<file path="config.mk">
export PLATFORM = sky130hd
export DESIGN_NAME = instruction_fetch
export DESIGN_NICKNAME = d
export VERILOG_FILES = /design/src/rtl/rapid_pkg.sv /design/src/rtl/fetch_fifo.sv /design/src/rtl/instruction_fetch.sv
export SDC_FILE = /design/constraint.sdc
export NUM_CORES = 1
export LEC_CHECK = 0
export ABC_AREA = 1
export CAP_MARGIN = 20
export CELL_PAD_IN_SITES_DETAIL_PLACEMENT = 0
export CELL_PAD_IN_SITES_GLOBAL_PLACEMENT = 1
export CORE_MARGIN = 5
export CORE_UTILIZATION = 30
export CTS_CLUSTER_DIAMETER = 200
export DETAILED_ROUTE_END_ITERATION = 10
export GPL_TIMING_DRIVEN = 0
export PLACE_DENSITY_LB_ADDON = 0.1
export SYNTH_ARGS = -nofsm -noshare
export SYNTH_HDL_FRONTEND = slang
export SYNTH_HIERARCHICAL = 1
export SYNTH_SLANG_ARGS = --single-unit
export TNS_END_PERCENT = 20
</file>
<file path="constraint.sdc">
create_clock -name i_clk -period 15 [get_ports i_clk]
set_clock_uncertainty 0.2 [all_clocks]
set_input_delay 1.5 -clock i_clk [delete_from_list [all_inputs] [get_ports i_clk]]
set_output_delay 1.5 -clock i_clk [all_outputs]
set_load 0.01 [all_outputs]
</file>
<file path="src/rtl/rapid_pkg.sv">
// Shared types and constants for the fetch front end.
package rapid_pkg;

  localparam int unsigned IF_XLEN = 32;

  // addi x0, x0, 0
  localparam logic [IF_XLEN-1:0] RV_NOP = 32'h0000_0013;

  typedef enum logic [1:0] {
    IF_REQ,
    IF_WAIT,
    IF_DRAIN,
    IF_FAULT
  } IF_state_t;

  typedef struct packed {
    logic [IF_XLEN-1:0] pc;
    logic [IF_XLEN-1:0] instruction;
  } fetch_entry_s;

  // Head value presented after reset or flush
  localparam fetch_entry_s EMPTY_ENTRY = '{pc: '0, instruction: RV_NOP};

endpackage

</file>
<file path="src/rtl/fetch_fifo.sv">
// Fetch buffer: power-of-two depth FIFO of {pc, instruction} with a registered head.
module fetch_fifo
  import rapid_pkg::*;
#(
  parameter int unsigned DEPTH = 2,
  parameter int unsigned CNT_W = $clog2(DEPTH) + 1
) (
  input  logic             i_clk,
  input  logic             i_reset,
  input  logic             i_push,
  input  fetch_entry_s     i_data,
  input  logic             i_pop,
  input  logic             i_flush,
  output fetch_entry_s     o_head,
  output logic [CNT_W-1:0] o_count,
  output logic             o_empty,
  output logic             o_full
);

  localparam int unsigned PTR_W = $clog2(DEPTH);

  fetch_entry_s     mem [DEPTH];
  logic [PTR_W-1:0] rd_ptr;
  logic [PTR_W-1:0] wr_ptr;
  logic [PTR_W-1:0] rd_next;
  logic [CNT_W-1:0] count_q;
  logic [CNT_W-1:0] count_d;
  fetch_entry_s     head_q;
  fetch_entry_s     head_d;
  logic             pop_ok;

  assign pop_ok  = i_pop && (count_q != '0);
  assign o_head  = head_q;
  assign o_count = count_q;
  assign o_empty = (count_q == '0);
  assign o_full  = (count_q == CNT_W'(DEPTH));

  // Next count and next head; a push into the slot about to be read bypasses storage
  always_comb begin
    rd_next = rd_ptr + PTR_W'(pop_ok);
    count_d = count_q + CNT_W'(i_push) - CNT_W'(pop_ok);
    head_d  = head_q;
    if (count_d != '0) begin
      head_d = (i_push && (wr_ptr == rd_next)) ? i_data : mem[rd_next];
    end
  end

  // Storage write; entries need no reset since the count guards every read
  always_ff @(posedge i_clk) begin
    if (!i_reset && !i_flush && i_push) begin
      mem[wr_ptr] <= i_data;
    end
  end

  // Pointers, count and head register; flush overrides any push or pop
  always_ff @(posedge i_clk) begin
    if (i_reset || i_flush) begin
      rd_ptr  <= '0;
      wr_ptr  <= '0;
      count_q <= '0;
      head_q  <= EMPTY_ENTRY;
    end else begin
      if (i_push) begin
        wr_ptr <= wr_ptr + PTR_W'(1);
      end
      rd_ptr  <= rd_next;
      count_q <= count_d;
      head_q  <= head_d;
    end
  end

endmodule

</file>
<file path="src/rtl/instruction_fetch.sv">
// Instruction fetch stage: owns the fetch PC, one outstanding imem request, FIFO to decoder.
// Optional misaligned-redirect trap enabled by defining FETCH_ALIGN_CHECK_EN.
module instruction_fetch
  import rapid_pkg::*;
#(
  parameter int unsigned      XLEN       = 32,
  parameter logic [XLEN-1:0]  RESET_PC   = '0,
  parameter int unsigned      FIFO_DEPTH = 2
) (
  input  logic            i_clk,
  input  logic            i_reset,
  output logic            o_imem_req,
  output logic [XLEN-1:0] o_imem_addr,
  input  logic            i_imem_ack,
  input  logic            i_imem_rvalid,
  input  logic [XLEN-1:0] i_imem_rdata,
  input  logic            i_redirect,
  input  logic [XLEN-1:0] i_redirect_pc,
  output logic            o_valid,
  input  logic            i_decoder_ready,
  output logic [XLEN-1:0] o_pc,
  output logic [XLEN-1:0] o_instruction,
  output logic            o_fetch_fault
);

  localparam int unsigned CNT_W = $clog2(FIFO_DEPTH) + 1;

  IF_state_t        state_q, state_d;
  logic [XLEN-1:0]  fetch_pc_q, fetch_pc_d;
  logic [XLEN-1:0]  req_pc_q, req_pc_d;
  logic             imem_req_c;
  logic             push;
  logic             flush;
  logic             misaligned;
  fetch_entry_s     push_entry;
  fetch_entry_s     fifo_head;
  logic [CNT_W-1:0] fifo_count;
  logic             fifo_empty;
  logic             fifo_full;

`ifdef FETCH_ALIGN_CHECK_EN
  assign misaligned    = |i_redirect_pc[1:0];
  assign o_fetch_fault = (state_q == IF_FAULT);
`else
  assign misaligned    = 1'b0;
  assign o_fetch_fault = 1'b0;
`endif

  // Next-state, fetch PC and FIFO control; redirect overrides the per-state action
  always_comb begin
    state_d    = state_q;
    fetch_pc_d = fetch_pc_q;
    req_pc_d   = req_pc_q;
    imem_req_c = 1'b0;
    push       = 1'b0;
    flush      = 1'b0;

    unique case (state_q)
      IF_REQ: begin
        imem_req_c = !i_reset && (fifo_count < CNT_W'(FIFO_DEPTH)) && !i_redirect;
        if (imem_req_c && i_imem_ack) begin
          req_pc_d   = fetch_pc_q;
          fetch_pc_d = fetch_pc_q + XLEN'(4);
          state_d    = IF_WAIT;
        end
      end
      IF_WAIT: begin
        if (i_imem_rvalid) begin
          push    = 1'b1;
          state_d = IF_REQ;
        end
      end
      IF_DRAIN: begin
        if (i_imem_rvalid) begin
          state_d = IF_REQ;
        end
      end
      IF_FAULT: begin
        state_d = IF_FAULT;
      end
      default: state_d = IF_REQ;
    endcase

    if (i_redirect && (state_q != IF_FAULT)) begin
      flush = 1'b1;
      push  = 1'b0;
      if (misaligned) begin
        state_d = IF_FAULT;
      end else begin
        fetch_pc_d = i_redirect_pc & ~XLEN'(3);
        // A response still owed by memory must be swallowed before the next request
        state_d = ((state_q != IF_REQ) && !i_imem_rvalid) ? IF_DRAIN : IF_REQ;
      end
    end
  end

  // State, fetch PC and request PC registers
  always_ff @(posedge i_clk) begin
    if (i_reset) begin
      state_q    <= IF_REQ;
      fetch_pc_q <= RESET_PC;
      req_pc_q   <= '0;
    end else begin
      state_q    <= state_d;
      fetch_pc_q <= fetch_pc_d;
      req_pc_q   <= req_pc_d;
    end
  end

  // Space is reserved at request time, so a push can only meet a full FIFO alongside a pop
  always_ff @(posedge i_clk) begin
    if (!i_reset) begin
      assert (!(push && fifo_full && !i_decoder_ready));
    end
  end

  assign push_entry.pc          = IF_XLEN'(req_pc_q);
  assign push_entry.instruction = IF_XLEN'(i_imem_rdata);

  fetch_fifo #(
    .DEPTH (FIFO_DEPTH),
    .CNT_W (CNT_W)
  ) u_fetch_fifo (
    .i_clk   (i_clk),
    .i_reset (i_reset),
    .i_push  (push),
    .i_data  (push_entry),
    .i_pop   (i_decoder_ready),
    .i_flush (flush),
    .o_head  (fifo_head),
    .o_count (fifo_count),
    .o_empty (fifo_empty),
    .o_full  (fifo_full)
  );

  assign o_imem_req    = imem_req_c;
  assign o_imem_addr   = fetch_pc_q;
  assign o_valid       = !fifo_empty;
  assign o_pc          = XLEN'(fifo_head.pc);
  assign o_instruction = XLEN'(fifo_head.instruction);

endmodule

</file>
Word-level counts from Yosys, hierarchy flattened
Memories as Yosys holds them, arrays and structs flattened. A register that Yosys moved wholly into a read port is not among the register bits.
Index checks and enable logic that the tools add are counted.
{"block": "totals", "out_inout_bits": 99, "wordCells": 61, "input_bits": 70, "ff_bits": 70, "ramBits": 128, "n_memories": 1}
{"block": "classes", "n_mux": 15, "n_addsub": 5, "n_lt_le_gt_ge": 1, "n_eq_ne": 6, "reduce_logical": 26}
{"memory": "u_fetch_fifo.mem", "words": 2, "word_bits": 64, "rd": 1, "rd_ports_with_merged_regs": 1, "write_ports": 1, "line_no": "fetch_fifo.sv:22", "source": "fetch_entry_s mem [DEPTH];"}
{"operator": "$mux W32", "count": 3}
{"operator": "$add A32 B3 Y32 const B", "count": 1}
{"operator": "$reduce_bool A2 Y1", "count": 5}
{"operator": "$logic_and A1 B1 Y1", "count": 8}
{"operator": "$mux W2", "count": 4}
{"operator": "$mux W1", "count": 7}
{"operator": "$pmux W2 S3", "count": 1}
{"operator": "$reduce_and A2 Y1", "count": 3}
{"operator": "$logic_not A1 Y1", "count": 5}
{"operator": "$eq A2 B2 Y1 const B", "count": 2}
{"operator": "$logic_not A2 Y1", "count": 2}
{"operator": "$reduce_or A2 Y1", "count": 2}
{"operator": "$ne A3 B1 Y1 const B", "count": 1}
{"operator": "$ne A3 B3 Y1 const B", "count": 1}
{"operator": "$add A2 B1 Y2", "count": 1}
{"operator": "$eq A2 B1 Y1 const B", "count": 1}
{"operator": "$lt A2 B2 Y1 const B", "count": 1}
{"operator": "$ne A2 B2 Y1 const B", "count": 1}
{"operator": "$sub A2 B1 Y2", "count": 1}
{"operator": "$add A1 B1 Y1", "count": 1}
{"operator": "$add A1 B1 Y1 const B", "count": 1}
{"operator": "$logic_or A1 B1 Y1", "count": 1}

Logic depth before layout (Yosys ltp)
{"block": "logic_depth", "depth_word": 8, "mapped_depth": 14, "depth_no_buf": 13}

Hierarchy
Netlist, hierarchy kept.
{"module": "fetch_fifo", "cells_each": 868, "area_per_inst_um2": 8295.5, "instances": 1, "seq_area_each_um2": 5205.0}
{"module": "instruction_fetch", "cells_each": 499, "area_per_inst_um2": 3316.9, "instances": 1, "seq_area_each_um2": 1241.2}

Worst setup path after synthesis
Ideal clock, no wire load.
{"block": "synth_path", "path_kind": "input -> register", "from": "input port i_redirect", "to": "memory u_fetch_fifo/mem[1][0] (netlist bit), enable pin", "slack_ns": 7.715, "setup_ns": 0.565, "t_arrival_ns": 6.520, "cell_stages": 6, "path_buffers": 1, "t_required_ns": 14.235, "path_cell_list": "inv_2 -> nor2_4 -> clkbuf_1 -> nor2_1 -> inv_1 -> nor3_1"}
{"block": "synth_via", "elab_chain_cells": 7, "word_cells_on_any_way": 8, "cone_classes": "4 x mux; 4 x reduce/logical"}
{"element": "from (decl)", "line_no": "instruction_fetch.sv:17", "source": "input logic i_redirect,"}
{"element": "$logic_and A1 B1 Y1", "line_no": "instruction_fetch.sv:84", "source": "if (i_redirect && (state_q != IF_FAULT)) begin"}
{"element": "$mux W1", "line_no": "instruction_fetch.sv:84"}
{"element": "via flush", "line_no": "instruction_fetch.sv:33", "source": "logic flush;"}
{"element": "$logic_not A1 Y1", "line_no": "fetch_fifo.sv:50", "source": "if (!i_reset && !i_flush && i_push) begin"}
{"element": "$logic_and A1 B1 Y1 (2 in a row)", "line_no": "fetch_fifo.sv:50"}
{"element": "$mux W1", "line_no": "fetch_fifo.sv:50"}
{"element": "$mux W1 (implied by the code)", "line_no": "fetch_fifo.sv:51", "source": "mem[wr_ptr] <= i_data;"}
{"element": "to (decl)", "line_no": "fetch_fifo.sv:22"}
The timed path passes the listed nets, and every way through them passes these cells.

Final worst setup path
{"block": "layout_path", "from": "input port i_reset", "to": "output port o_imem_req"}
{"block": "layout_via", "elab_chain_cells": 4}
{"element": "from (decl)", "line_no": "instruction_fetch.sv:11", "source": "input logic i_reset,"}
{"element": "$logic_not A1 Y1", "line_no": "instruction_fetch.sv:60", "source": "imem_req_c = !i_reset && (fifo_count < CNT_W'(FIFO_DEPTH)) && !i_redirect;"}
{"element": "$logic_and A1 B1 Y1 (2 in a row)", "line_no": "instruction_fetch.sv:60"}
{"element": "$mux W1", "line_no": "instruction_fetch.sv:58", "source": "unique case (state_q)"}
{"element": "to (decl)", "line_no": "instruction_fetch.sv:12", "source": "output logic o_imem_req,"}
No other way between the ends.

==> run metrics <==
worst-path fanout max=10; Max stage delay on crit path=0.59 ns; Crit path required time=13.30 ns; switching part of the total power=22.4%; setup bufs post-CTS=0; Final #Nets=1658; crit path launch=i_reset; Final Max Slew Viols=0; Top-Level Pins=between 150 and 200; status=completed; DR iter-0 viols=527; Routed Antenna Nets=0; largest net degree at the start of global routing=29; crit start category=input port; clk_lat worst skew=0.50 ns; Core ar.=38500 um2; gr ovfl total=0; Final Wtd Congestion=0.830; clock buffer depth=3; area delta synth->final=30.1%; share of cells above drive strength 1=11.0%; Crit Path Class=input port to primary output; Final min period=4.95 ns; Crit. End Element=primary output; Gate power share=6.3%; clk root buf=clkbuf_16; Synth Cell Area=11600 um2; Hold Path Cell Cnt=2; total power=0.00164 W; Final Hold Vio Count=0; flop2flop setup slack=11.06 ns; Power Dens Cells=108 nW/um2; RSZ-0062 raised after global routing=false; initial antenna violation count=0; cell row count=72; CTS Buf Count=34; H-tree depth=2; Die H=roughly 210 um; Hold EP=u_fetch_fifo/o_head[39]$_SDFFE_PP0P_; Routed WL=37600 um; Max Cap Viol=0; CP most frequent cell=clkdlybuf4s50_1; Hold Startpoint=u_fetch_fifo/o_head[39]$_SDFFE_PP0P_; YS warnings=6; die area=about 43000 um2; Max Clock Freq=0.202 GHz; first-pass GRT wire length=58300 um; Hold WS=0.269 ns; antenna diode count=0; Horiz. Die Dim=slightly above 200 um; CTS Sinks=roughly 260; drt first pass iters=5; Clk pwr share=46.9%; drt wl/cell=about 18 um; Critical R2R Launch=state_q[0]$_SDFFE_PP0P_; worst min path class=register to register; CTS tree=done; Avg Synthesized Cell Area=about 8.5 um2; setup TNS=0 ns; Slew HR=41.8%; total track usage=17.7%; HPWL after DPL=27400 um; DRC=0; # setup viols final=0; Static Leak=~6.2 nW; vias in the first global route=9561; Critical R2R Capture=u_fetch_fifo/o_head[45]$_SDFFE_PP0P_; R2R cell count=13; worst slew pin tran=0.868 ns; total vias in the final route=9729; internal power=0.00127 W; CP arrival=roughly 3.3 ns; hold_buf cts=0; post-CTS sizing=0; critical path, cell by cell=clkdlybuf4s50_1 > buf_1 > nor4_1 > clkdlybuf4s50_1; Initial Utilization=~30%; VDD IR max=0.0000624 V; DR vias/cell=approximately 4.6; CTS clock-pin slew for the worst setup and hold paths=around 0.05 ns; Flop pwr share=46.7%; Port-buffer cells=163; CP max stage cell=clkdlybuf4s50_1; Tcrit/Tclk final=33.0%; switching power=0.000367 W; Syn Inst Count=1366
-- layout by cell type (no fill, tap or decap), types with 3 or more instances in the layout --
master,n
inv_2,10
nor2_1,53
dfxtp_1,130
xor2_1,5
edfxtp_1,128
buf_4,13
ha_1,6
buf_1,7
conb_1,9
buf_6,11
clkbuf_16,35
inv_1,119
nand2_2,9
clkbuf_1,40
clkinv_2,3
a31oi_1,7
o21ai_1,4
nand4_1,5
nand3_1,235
nand2_1,396
nor2_2,9
or2_2,38
buf_2,22
or2_0,16
nand3_2,5
clkinv_1,5
o211ai_1,6
o21ai_0,27
clkdlybuf4s50_1,163
a21oi_1,56
nor2_4,8
-- worst max-delay path by stage --
| stage | endpoint | depth (start not counted) | slack, ns |
|---|---|---|---|
| final | o_imem_req | 4 | 10.05 |
| after global routing | u_fetch_fifo/o_head[45]$_SDFFE_PP0P_ | 14 | 9.79 |
| after CTS | o_imem_req | 4 | 10.01 |
| after detailed placement | u_fetch_fifo/o_head[45]$_SDFFE_PP0P_ | 14 | 9.51 |
| after global placement | u_fetch_fifo/mem[1][25]$_DFFE_PP_ | 7 | 3.20 |
| after floorplan | u_fetch_fifo/mem[1][0]$_DFFE_PP_ | 6 | 7.71 |
-- worst max-delay path, delay by kind of cell --
family	cells	cell delay, ns
and+or+nand+nor	1	0.33
buffers and inverters	3	1.43
-- area by class of cell --
cell class | count | area, um2
Buffer | 75 | 400
Clock buffer | 50 | 952
Clock inverter | 10 | 98.8
Fill cell | 3986 | 23400
Inverter | 130 | 488
Multi-Input combinational cell | 911 | 4320
Sequential cell | 258 | 6450
Tap cell | 518 | 648
Timing Repair Buffer | 172 | 1750
-- metal layers --
metal,GRT usage (%),share of wire (%)
met1,25.0,47
met2,28.9,46
met3,2.86,4.8
met4,3.99,1.8
met5,0,0
-- registers in the layout, indices dropped and copies added (netlist names) --
name	count
u_fetch_fifo/mem	128
u_fetch_fifo/o_head	64
o_imem_addr	30
req_pc_q	30
state_q	2
u_fetch_fifo/o_count	2
u_fetch_fifo/rd_ptr	1
u_fetch_fifo/wr_ptr	1
-- power groups by stage --
stage	clock (W)	sequential [W]	combinational (W)
2_1_floorplan	0	0.000775	0.0000448
3_3_place_gp	0	0.000779	0.000104
3_5_place_dp	0	0.000779	0.000104
4_1_cts	0.000794	0.000764	0.000105
5_1_grt	0.000825	0.000766	0.000115
6_report	0.000768	0.000764	0.000103
-- metrics by stage --
stage	std cells	utilization, %	setup WS, ns	area [um2]
6_report	2124	39.3	10.05	15100
5_1_grt	2124	39.3	9.79	15100
4_1_cts	2124	39.3	10.01	15100
3_5_place_dp	2064	36.5	9.51	14000
3_3_place_gp	2055	36.2	3.20	13900
2_1_floorplan	1374	-	7.71	11600
Power figures use the tool's default switching activity.
